--- config.mk ---
export PLATFORM = sky130hd
export DESIGN_NAME = eth_crc32_stream_flat
export DESIGN_NICKNAME = d
export VERILOG_FILES = /design/src/rtl/eth_crc32_stream_if.sv /design/src/rtl/eth_crc32_stream.sv /design/src/flat_wrapper.sv
export SDC_FILE = /design/constraint.sdc
export NUM_CORES = 1
export LEC_CHECK = 0
export ABC_AREA = 0
export BUFFER_PORTS_ARGS = -buffer_cell sky130_fd_sc_hd__buf_2
export CORE_MARGIN = 8
export CORE_UTILIZATION = 53
export DETAILED_ROUTE_END_ITERATION = 7
export PLACE_DENSITY_LB_ADDON = 0.05
export SYNTH_ARGS = -nofsm -noshare
export SYNTH_HDL_FRONTEND = slang
export SYNTH_SLANG_ARGS = --single-unit
--- constraint.sdc ---
create_clock -name clk -period 2.2 [get_ports clk]
set_input_delay 0.11 -clock clk [delete_from_list [all_inputs] [get_ports clk]]
set_output_delay 0.11 -clock clk [all_outputs]
set_load 0.01 [all_outputs]
--- src/rtl/eth_crc32_stream_if.sv ---
// Stream bundle for the Ethernet FCS engine: framed beats in, FCS beats out,
// plus the end-of-frame result.
interface eth_crc32_stream_if #(
  parameter int unsigned DATA_WIDTH = 4
);
  logic                  in_valid;
  logic                  in_ready;
  logic [DATA_WIDTH-1:0] in_data;
  logic                  in_first;
  logic                  in_last;
  logic                  out_valid;
  logic                  out_ready;
  logic [DATA_WIDTH-1:0] out_data;
  logic                  out_last;
  logic                  result_valid;
  logic [31:0]           crc_value;
  logic                  crc_ok;

  // Upstream side: supplies frame beats and accepts FCS beats.
  modport master (
    output in_valid, in_data, in_first, in_last, out_ready,
    input  in_ready, out_valid, out_data, out_last, result_valid, crc_value, crc_ok
  );

  // Engine side.
  modport slave (
    input  in_valid, in_data, in_first, in_last, out_ready,
    output in_ready, out_valid, out_data, out_last, result_valid, crc_value, crc_ok
  );
endinterface

--- src/rtl/eth_crc32_stream.sv ---
// Ethernet FCS engine: running reflected CRC-32 over a 4- or 8-bit framed
// stream, end-of-frame FCS/residue report and optional FCS serialisation.
module eth_crc32_stream #(
  parameter int unsigned DATA_WIDTH = 4,
  parameter bit          APPEND_FCS = 1'b1,
  parameter logic [31:0] RESIDUE    = 32'hDEBB20E3
) (
  input  logic                 clk,
  input  logic                 reset,
  eth_crc32_stream_if.slave    bus
);

  localparam int unsigned NBEATS = 32 / DATA_WIDTH;
  localparam int unsigned KW     = $clog2(NBEATS);
  localparam logic [31:0] POLY   = 32'hEDB88320;
  localparam logic [31:0] INIT   = 32'hFFFFFFFF;

  // Only MII nibbles and GMII bytes are meaningful beat widths.
  if (!(DATA_WIDTH == 4 || DATA_WIDTH == 8)) begin : g_bad_width
    $error("eth_crc32_stream: DATA_WIDTH must be 4 or 8");
  end

  typedef enum logic [1:0] {
    IDLE   = 2'd0,
    ACCUM  = 2'd1,
    FINISH = 2'd2,
    EMIT   = 2'd3
  } state_t;

  // One reflected CRC step over a beat, bit 0 first on the wire.
  function automatic logic [31:0] crc_step(input logic [31:0] crc,
                                           input logic [DATA_WIDTH-1:0] data);
    logic [31:0] c;
    logic        fb;
    c = crc;
    for (int i = 0; i < int'(DATA_WIDTH); i++) begin
      fb = c[0] ^ data[i];
      c  = {1'b0, c[31:1]} ^ (fb ? POLY : 32'h0);
    end
    return c;
  endfunction

  state_t                state, state_next;
  logic [31:0]           crc_reg, crc_next;
  logic [KW-1:0]         k, k_next;
  logic                  in_ready_r, in_ready_next;
  logic                  out_valid_r, out_valid_next;
  logic [DATA_WIDTH-1:0] out_data_r, out_data_next;
  logic                  out_last_r, out_last_next;
  logic                  result_valid_r, result_valid_next;
  logic [31:0]           crc_value_r, crc_value_next;
  logic                  crc_ok_r, crc_ok_next;

  logic                  beat;
  logic                  frame_end;
  logic [31:0]           step_init;
  logic [31:0]           step_run;

  assign beat      = bus.in_valid & in_ready_r;
  assign step_init = crc_step(INIT, bus.in_data);
  assign step_run  = crc_step(crc_reg, bus.in_data);

  // Next-state and next-output logic; all outputs are registered copies.
  always_comb begin
    state_next        = state;
    crc_next          = crc_reg;
    k_next            = k;
    in_ready_next     = in_ready_r;
    out_valid_next    = out_valid_r;
    out_data_next     = out_data_r;
    out_last_next     = out_last_r;
    result_valid_next = 1'b0;
    crc_value_next    = crc_value_r;
    crc_ok_next       = crc_ok_r;
    frame_end         = 1'b0;

    case (state)
      IDLE: begin
        if (beat && bus.in_first) begin
          crc_next  = step_init;
          frame_end = bus.in_last;
          if (!bus.in_last) state_next = ACCUM;
        end
      end
      ACCUM: begin
        if (beat) begin
          // A fresh in_first silently abandons the frame in progress.
          crc_next  = bus.in_first ? step_init : step_run;
          frame_end = bus.in_last;
        end
      end
      FINISH: begin
        if (APPEND_FCS) begin
          state_next     = EMIT;
          out_valid_next = 1'b1;
          out_data_next  = crc_value_r[DATA_WIDTH-1:0];
          out_last_next  = 1'b0;
          k_next         = '0;
        end else begin
          state_next    = IDLE;
          in_ready_next = 1'b1;
        end
      end
      EMIT: begin
        if (out_valid_r && bus.out_ready) begin
          if (out_last_r) begin
            state_next     = IDLE;
            out_valid_next = 1'b0;
            out_last_next  = 1'b0;
            out_data_next  = '0;
            k_next         = '0;
            in_ready_next  = 1'b1;
          end else begin
            k_next        = k + KW'(1);
            out_data_next = DATA_WIDTH'(crc_value_r >> (32'(k_next) * DATA_WIDTH));
            out_last_next = (k_next == KW'(NBEATS - 1));
          end
        end
      end
      default: state_next = IDLE;
    endcase

    // The result is reported from the register value the last beat produces.
    if (frame_end) begin
      state_next        = FINISH;
      in_ready_next     = 1'b0;
      result_valid_next = 1'b1;
      crc_value_next    = ~crc_next;
      crc_ok_next       = (crc_next == RESIDUE);
    end
  end

  // State and output registers with synchronous reset.
  always_ff @(posedge clk) begin
    if (reset) begin
      state          <= IDLE;
      crc_reg        <= INIT;
      k              <= '0;
      in_ready_r     <= 1'b1;
      out_valid_r    <= 1'b0;
      out_data_r     <= '0;
      out_last_r     <= 1'b0;
      result_valid_r <= 1'b0;
      crc_value_r    <= 32'h0;
      crc_ok_r       <= 1'b0;
    end else begin
      state          <= state_next;
      crc_reg        <= crc_next;
      k              <= k_next;
      in_ready_r     <= in_ready_next;
      out_valid_r    <= out_valid_next;
      out_data_r     <= out_data_next;
      out_last_r     <= out_last_next;
      result_valid_r <= result_valid_next;
      crc_value_r    <= crc_value_next;
      crc_ok_r       <= crc_ok_next;
    end
  end

  assign bus.in_ready     = in_ready_r;
  assign bus.out_valid    = out_valid_r;
  assign bus.out_data     = out_data_r;
  assign bus.out_last     = out_last_r;
  assign bus.result_valid = result_valid_r;
  assign bus.crc_value    = crc_value_r;
  assign bus.crc_ok       = crc_ok_r;

endmodule
--- src/flat_wrapper.sv ---
// flat-port wrapper written by rule: the top's interface ports become plain ports
module eth_crc32_stream_flat 
#(
  parameter int unsigned DATA_WIDTH = 4,
  parameter bit          APPEND_FCS = 1'b1,
  parameter logic [31:0] RESIDUE    = 32'hDEBB20E3
)
  (clk, reset, bus_in_valid, bus_in_data, bus_in_first, bus_in_last, bus_out_ready, bus_in_ready, bus_out_valid, bus_out_data, bus_out_last, bus_result_valid, bus_crc_value, bus_crc_ok);
  eth_crc32_stream_if #(.DATA_WIDTH(DATA_WIDTH)) bus_i ();
  input  logic clk;
  input  logic reset;
  input wire logic [$bits(bus_i.in_valid)-1:0] bus_in_valid;
  input wire logic [$bits(bus_i.in_data)-1:0] bus_in_data;
  input wire logic [$bits(bus_i.in_first)-1:0] bus_in_first;
  input wire logic [$bits(bus_i.in_last)-1:0] bus_in_last;
  input wire logic [$bits(bus_i.out_ready)-1:0] bus_out_ready;
  output wire logic [$bits(bus_i.in_ready)-1:0] bus_in_ready;
  output wire logic [$bits(bus_i.out_valid)-1:0] bus_out_valid;
  output wire logic [$bits(bus_i.out_data)-1:0] bus_out_data;
  output wire logic [$bits(bus_i.out_last)-1:0] bus_out_last;
  output wire logic [$bits(bus_i.result_valid)-1:0] bus_result_valid;
  output wire logic [$bits(bus_i.crc_value)-1:0] bus_crc_value;
  output wire logic [$bits(bus_i.crc_ok)-1:0] bus_crc_ok;
  assign bus_i.in_valid = bus_in_valid;
  assign bus_i.in_data = bus_in_data;
  assign bus_i.in_first = bus_in_first;
  assign bus_i.in_last = bus_in_last;
  assign bus_i.out_ready = bus_out_ready;
  assign bus_in_ready = bus_i.in_ready;
  assign bus_out_valid = bus_i.out_valid;
  assign bus_out_data = bus_i.out_data;
  assign bus_out_last = bus_i.out_last;
  assign bus_result_valid = bus_i.result_valid;
  assign bus_crc_value = bus_i.crc_value;
  assign bus_crc_ok = bus_i.crc_ok;
  eth_crc32_stream #(.DATA_WIDTH(DATA_WIDTH), .APPEND_FCS(APPEND_FCS), .RESIDUE(RESIDUE)) u_core (.clk(clk), .reset(reset), .bus(bus_i));
endmodule
==> out/results.txt, run 1 <==
status: finished with violations
failing checks: negative setup slack
Worst Max-Slew Pin Slew: 0.603 ns
die area: 0.0116 sq mm
IO Count: 51
FF/Latch Area: 0.00157 sq mm
number of H-tree levels: 3
leading area contributor after synthesis: dfxtp_1
area growth from synthesis to layout: 28.2%
Setup Skew: 0.0202 ns
initial antenna violation count: 0
PwrDens: 696 mW/mm^2
Startpoint Class: flop
R2R setup slack: -0.04 ns
Post-Synthesis Cells: 531
clock tree sinks: 78
drt first pass iters: 6
CP arrival: 2.54 ns
Max-slew headroom: 59.8%
Mapped Nets: 543
post-DP HPWL: 11.7 mm
DRT iter0 DRCs: 307
starting density of the core: 54.6%
total power: 3980 uW
total track usage: 26.4%
share of layout cells above drive strength 1: 33.7%
final wirelength: 15.5 mm
Final GP Congestion: 0.978
largest cells by area after synthesis: dfxtp_1 35%, xnor2_1 5.9%, nor2_1 5.8%
CTS Buffer Depth: 2
Synth Cell Area: 0.00446 sq mm
RSZ-0062 raised after global routing: yes
hold crit path type: input port to flop
die width: 108 microns
clock root cell: clkbuf_8
CTS clk-pin slew, worst paths: 0.11 ns
total of max-cap violations: 0
VDD IR max: 0.444 mV
CP endpoint kind: flop
Synth top area share: 35.0%
Routed Antenna Nets: 0
CORE AREA: 0.00818 sq mm
Congestion Overflow GR: 0
Hold Fails Final Rpt: 0
CTS Buf Count: 9
number of synthesized flops with an enable pin: 0
first-pass GRT wire length: 23.3 mm
Netlist cell types: 60
slowest stage delay, CP: 0.49 ns
Async SR Flop Fraction: 0%
fillers: 688
number of global-route vias before repair: 4312
Final period util: 102%
WL per Instance: 20.4 microns
vias per cell: 5.98
# nets final: 660
min setup slack post-route: -0.0395 ns
# hold bufs at CTS: 0
worst endpoint required time: 2.50 ns
Die Ht: 108 microns
Max Transition Viols Final: 0
Final Critical Period: 2.24 ns
critical path type: flop to flop
worst-path fanout max: 11
vias: 4531
Yosys warning count: 0
Max Freq: 447 MHz
kind of cell adding the most delay to the critical path: simple AND/OR/NAND/NOR gates
footprint of the multi-input gates: 0.00277 sq mm
Antenna Cells: 0
port bufs: 50
Seq/Total Area, Yosys: 35.0%
LEAKAGE: 0.00238 uW
# setup viols final: 1
FP Rows: 33
largest net degree at the start of global routing: 52
worst skew pair latency: 0.37 ns
Synth Area per Inst: 8.40 sq um
worst hold slack: 0.0943 ns
CP Buf/Inv Count: 2
CTS tree: yes
#FFs+latches synth: 78
DP Worst Slack: -0.113 ns
Critical Path, Cell by Cell: clkinvlp_4, buf_4, or3_1, a21oi_1, o21ai_1, nor4b_2, nand4b_1, nor4_2, a32o_1
top_reg_cell synth: dfxtp_1
DRC: 0
post-layout util: 70.0%
slowest stage cell, crit path: dfxtp_2
[what timing repair did]
item	in CTS	in global routing
pin swaps	6	1
setup endpoints to repair	1	3
resized for setup	15	13
setup buffers	4	3
gates cloned	0	0
[Yosys cell counts, types with 5 or more instances]
master    number
and3_1         5
xor2_1         7
clkbuf_1      25
dfxtp_1       78
buf_2          9
inv_1          8
nand2_1       56
or3_1          7
buf_1          5
xnor2_2        5
o21ai_0       22
nand2b_1       9
nor3_1        18
a211oi_1      14
o221ai_1       8
a221oi_1       6
nor2b_1        9
nand3_1        6
or2_2         11
o22ai_1        7
a21oi_1       39
nor2_1        69
a31oi_1        6
mux4_2         8
xnor2_1       30
[path summary, 6_finish.rpt]
| check | depth (start not counted) | from | end |
|---|---|---|---|
| max | 9 | u_core.state[0]$_SDFFE_PP0P_ | u_core.bus.crc_ok$_SDFFE_PP0P_ |
| min | 3 | reset | u_core.crc_reg[10]$_SDFF_PP1_ |
| min reg2reg | 2 | u_core.bus.crc_value[27]$_SDFFE_PP0P_ | u_core.bus.crc_value[27]$_SDFFE_PP0P_ |
| max reg2reg | 9 | u_core.state[0]$_SDFFE_PP0P_ | u_core.bus.crc_ok$_SDFFE_PP0P_ |
[per-layer routing]
layer	GRT usage [%]	share of wire (%)
met1	32.8	41
met2	43.3	48
met3	5.39	7.2
met4	11.2	3.4
met5	0	0
[worst min-delay path: stages]
cell,delay [ns]
buf_2,0.09
inv_1,0.06
o21ai_1,0.14
[layout make-up]
type                            instances  share of cell area [%]
Multi-Input combinational cell        401                    48.4
Sequential cell                        78                    27.4
Timing Repair Buffer                  150                    18.0
Tap cell                              105                    2.30
Clock buffer                            9                    2.17
Clock inverter                          7                    1.16
Inverter                                8                   0.591
[kinds of logic (layout without fill, tap and decap cells)]
family	after synthesis	in the layout	synth area share, %
multiplexers	10	10	4.49
flip-flops	78	78	35.0
adder cells (fa/ha/maj)	2	2	0.561
XOR/XNOR	49	49	12.9
AO/OA/AOI/OAI	128	128	18.9
AND/OR/NAND/NOR	212	212	22.9
buffers and inverters	52	174	5.22
[cells in the final DEF, fill, tap and decap left out, types with 11 or more instances in the layout]
cell       n
buf_2     50
or2_2     11
buf_4     97
dfxtp_1   74
nor2_1    67
nand2_1   56
xnor2_1   28
o21ai_0   18
nor3_1    16
a21oi_1   39
a211oi_1  14
[power breakdown]
part / total (uW) / switching [uW] / internal, uW
logic: 1300 / 665 / 636
clock network: 1070 / 634 / 433
registers: 1610 / 105 / 1510
total: 3980 / 1400 / 2580
[per-stage QoR]
step                cell area [sq um]  instances  TNS (ns)
floorplan                        4460        531         0
global placement                 5350        735    -0.110
detailed placement               5350        735    -0.113
CTS                              5650        755  -0.00277
global route                     5720        758    -0.223
finish                           5720        758   -0.0395
No activity file was read; power rests on OpenSTA's default activity.
==> inputs of run 2 (changes only) <==
--- a/config.mk
+++ b/config.mk
@@ -9,6 +9,7 @@
 export BUFFER_PORTS_ARGS = -buffer_cell sky130_fd_sc_hd__buf_2
 export CORE_MARGIN = 8
 export CORE_UTILIZATION = 53
+export CTS_BUF_LIST = sky130_fd_sc_hd__clkbuf_16
 export DETAILED_ROUTE_END_ITERATION = 7
 export PLACE_DENSITY_LB_ADDON = 0.05
 export SYNTH_ARGS = -nofsm -noshare
==> run 2 against run 1 <==
The run still ends with negative setup slack left. Die area unchanged. Sequential power about the same. Sequential share of layout area down 0.80 points. Count of clock-buffer cells in the layout unchanged. Clock power grew 36%. Fmax shrank 2.5%. Clock skew is 0.0095 ns lower. Critical path type unchanged. Critical endpoint unchanged. Largest cell class unchanged.
==> out/results.txt, run 2 (same netlist as run 1, synthesis figures left out) <==
# setup viols final: 1 (unchanged)
Max-slew headroom: 60.3% (was 59.8%)
die area: 0.0116 sq mm (unchanged)
Congestion Overflow GR: 0 (unchanged)
CTS tree: yes (unchanged)
largest net degree at the start of global routing: 52 (unchanged)
CP arrival: 2.57 ns (was 2.54 ns)
kind of cell adding the most delay to the critical path: XOR/XNOR gates (was simple AND/OR/NAND/NOR gates)
R2R setup slack: -0.1 ns (was -0.04 ns)
LEAKAGE: 0.00250 uW (was 0.00238 uW)
vias: 4581 (was 4531)
Worst Max-Slew Pin Slew: 0.596 ns (was 0.603 ns)
Final GP Congestion: 0.978 (unchanged)
RSZ-0062 raised after global routing: yes (unchanged)
most common cell after layout, fill and taps aside: buf_4 (unchanged)
DRC: 0 (unchanged)
vias per cell: 6.01 (was 5.98)
hold crit path type: input port to flop (unchanged)
starting density of the core: 54.6% (unchanged)
total track usage: 26.5% (was 26.4%)
number of global-route vias before repair: 4284 (was 4312)
Final Critical Period: 2.30 ns (was 2.24 ns)
slowest stage cell, crit path: xnor3_2 (was dfxtp_2)
clock tree sinks: 78 (unchanged)
Routed Antenna Nets: 0 (unchanged)
area growth from synthesis to layout: 32.4% (was 28.2%)
critical path type: flop to flop (unchanged)
port bufs: 50 (unchanged)
PwrDens: 751 mW/mm^2 (was 696 mW/mm^2)
share of layout cells above drive strength 1: 34.9% (was 33.7%)
# hold bufs at CTS: 0 (unchanged)
Setup Skew: 0.0108 ns (was 0.0202 ns)
number of H-tree levels: 3 (unchanged)
die width: 108 microns (unchanged)
Max Transition Viols Final: 0 (unchanged)
CP Buf/Inv Count: 1 (was 2)
CTS clk-pin slew, worst paths: 0.07 ns (was 0.11 ns)
final wirelength: 15.6 mm (was 15.5 mm)
Final period util: 104% (was 102%)
CTS Buf Count: 9 (unchanged)
Die Ht: 108 microns (unchanged)
Startpoint Class: flop (unchanged)
min setup slack post-route: -0.0966 ns (was -0.0395 ns)
total power: 4440 uW (was 3980 uW)
CTS Buffer Depth: 2 (unchanged)
Max Freq: 435 MHz (was 447 MHz)
status: finished with violations (unchanged)
worst endpoint required time: 2.47 ns (was 2.50 ns)
post-DP HPWL: 11.7 mm (unchanged)
Setup TNS: -0.0966 ns (was -0.0395 ns)
WL per Instance: 20.5 microns (was 20.4 microns)
worst skew pair latency: 0.34 ns (was 0.37 ns)
CORE AREA: 0.00818 sq mm (unchanged)
slowest stage delay, CP: 0.39 ns (was 0.49 ns)
# nets final: 664 (was 660)
DRT iter0 DRCs: 416 (was 307)
drt first pass iters: 6 (unchanged)
worst-path fanout max: 4 (was 11)
IO Count: 51 (unchanged)
initial antenna violation count: 0 (unchanged)
VDD IR max: 0.681 mV (was 0.444 mV)
total of max-cap violations: 0 (unchanged)
Hold Fails Final Rpt: 0 (unchanged)
Critical Path, Cell by Cell: xnor2_4, buf_12, xnor3_2, xnor2_2, o221ai_2, nor4b_2, nand4b_1, nor4_2, a32o_1 (was clkinvlp_4, buf_4, or3_1, a21oi_1, o21ai_1, nor4b_2, nand4b_1, nor4_2, a32o_1)
Antenna Cells: 0 (unchanged)
FP Rows: 33 (unchanged)
clock root cell: clkbuf_16 (was clkbuf_8)
commonest cells after routing, fill and taps aside: 98 x buf_4, 73 x dfxtp_1, 67 x nor2_1, 56 x nand2_1, 50 x buf_2 (was 97 x buf_4, 74 x dfxtp_1, 67 x nor2_1, 56 x nand2_1, 50 x buf_2)
first-pass GRT wire length: 23.5 mm (was 23.3 mm)
failing checks: negative setup slack (unchanged)
CP endpoint kind: flop (unchanged)
## run 2: timing repair
item,4_1_cts,5_1_grt
gates resized for setup,14,23
hold endpoints to repair,0,0
pin swaps,7,14
endpoints found under the setup margin,1,3
setup buffers,3,8
## run 2: layout make-up
type | count | area (sq um)
multi-input cells | 401 | 2810
clock inverters | 7 | 66.3
clock buffers | 9 | 225
repair buffers | 154 | 1070
fillers | 648 | 2270
well taps | 105 | 131
inverters | 8 | 33.8
flip-flops and latches | 78 | 1570
## run 2: per-stage QoR
stage	hold slack (ns)	instances	utilization (%)	area (sq um)	setup WS, ns
2_1_floorplan	0.414	531	-	4460	0.0324
3_3_place_gp	0.422	735	65.5	5350	-0.110
3_5_place_dp	0.459	735	65.5	5350	-0.113
4_1_cts	0.113	754	70.2	5740	0.000935
5_1_grt	0.0612	762	72.3	5910	-0.201
6_report	0.0629	762	72.3	5910	-0.0966
## run 2: worst paths after layout
path / startpoint / endpoint / depth (start not counted)
setup / recovery: u_core.crc_reg[2]$_SDFF_PP1_ / u_core.bus.crc_ok$_SDFFE_PP0P_ / 9
hold / removal: reset / u_core.crc_reg[10]$_SDFF_PP1_ / 3
setup reg to reg: u_core.crc_reg[2]$_SDFF_PP1_ / u_core.bus.crc_ok$_SDFFE_PP0P_ / 9
hold reg to reg: u_core.bus.crc_value[27]$_SDFFE_PP0P_ / u_core.bus.crc_value[27]$_SDFFE_PP0P_ / 2
## run 2: worst reg2reg max path, stage by stage (launching register included)
cell and delay, ns:
dfxtp_2 0.35, xnor2_4 0.20, buf_12 0.15, xnor3_2 0.39, xnor2_2 0.20, o221ai_2 0.14
nor4b_2 0.24, nand4b_1 0.14, nor4_2 0.26, a32o_1 0.16
## run 2: routing by layer
metal | track usage (%) | part of all wire, % | up-vias
met5 | 0 | 0 | -
met4 | 12.0 | 3.0 | 0
met3 | 5.15 | 7.7 | 37
met2 | 42.9 | 48 | 218
met1 | 33.2 | 41 | 2196
li1 | - | - | 2130
## run 2: power by group
part	leakage (uW)	internal, uW	switching (uW)
clock network	0.000136	788	670
logic	0.00172	679	684
registers	0.000637	1510	108
total	0.00250	2980	1460
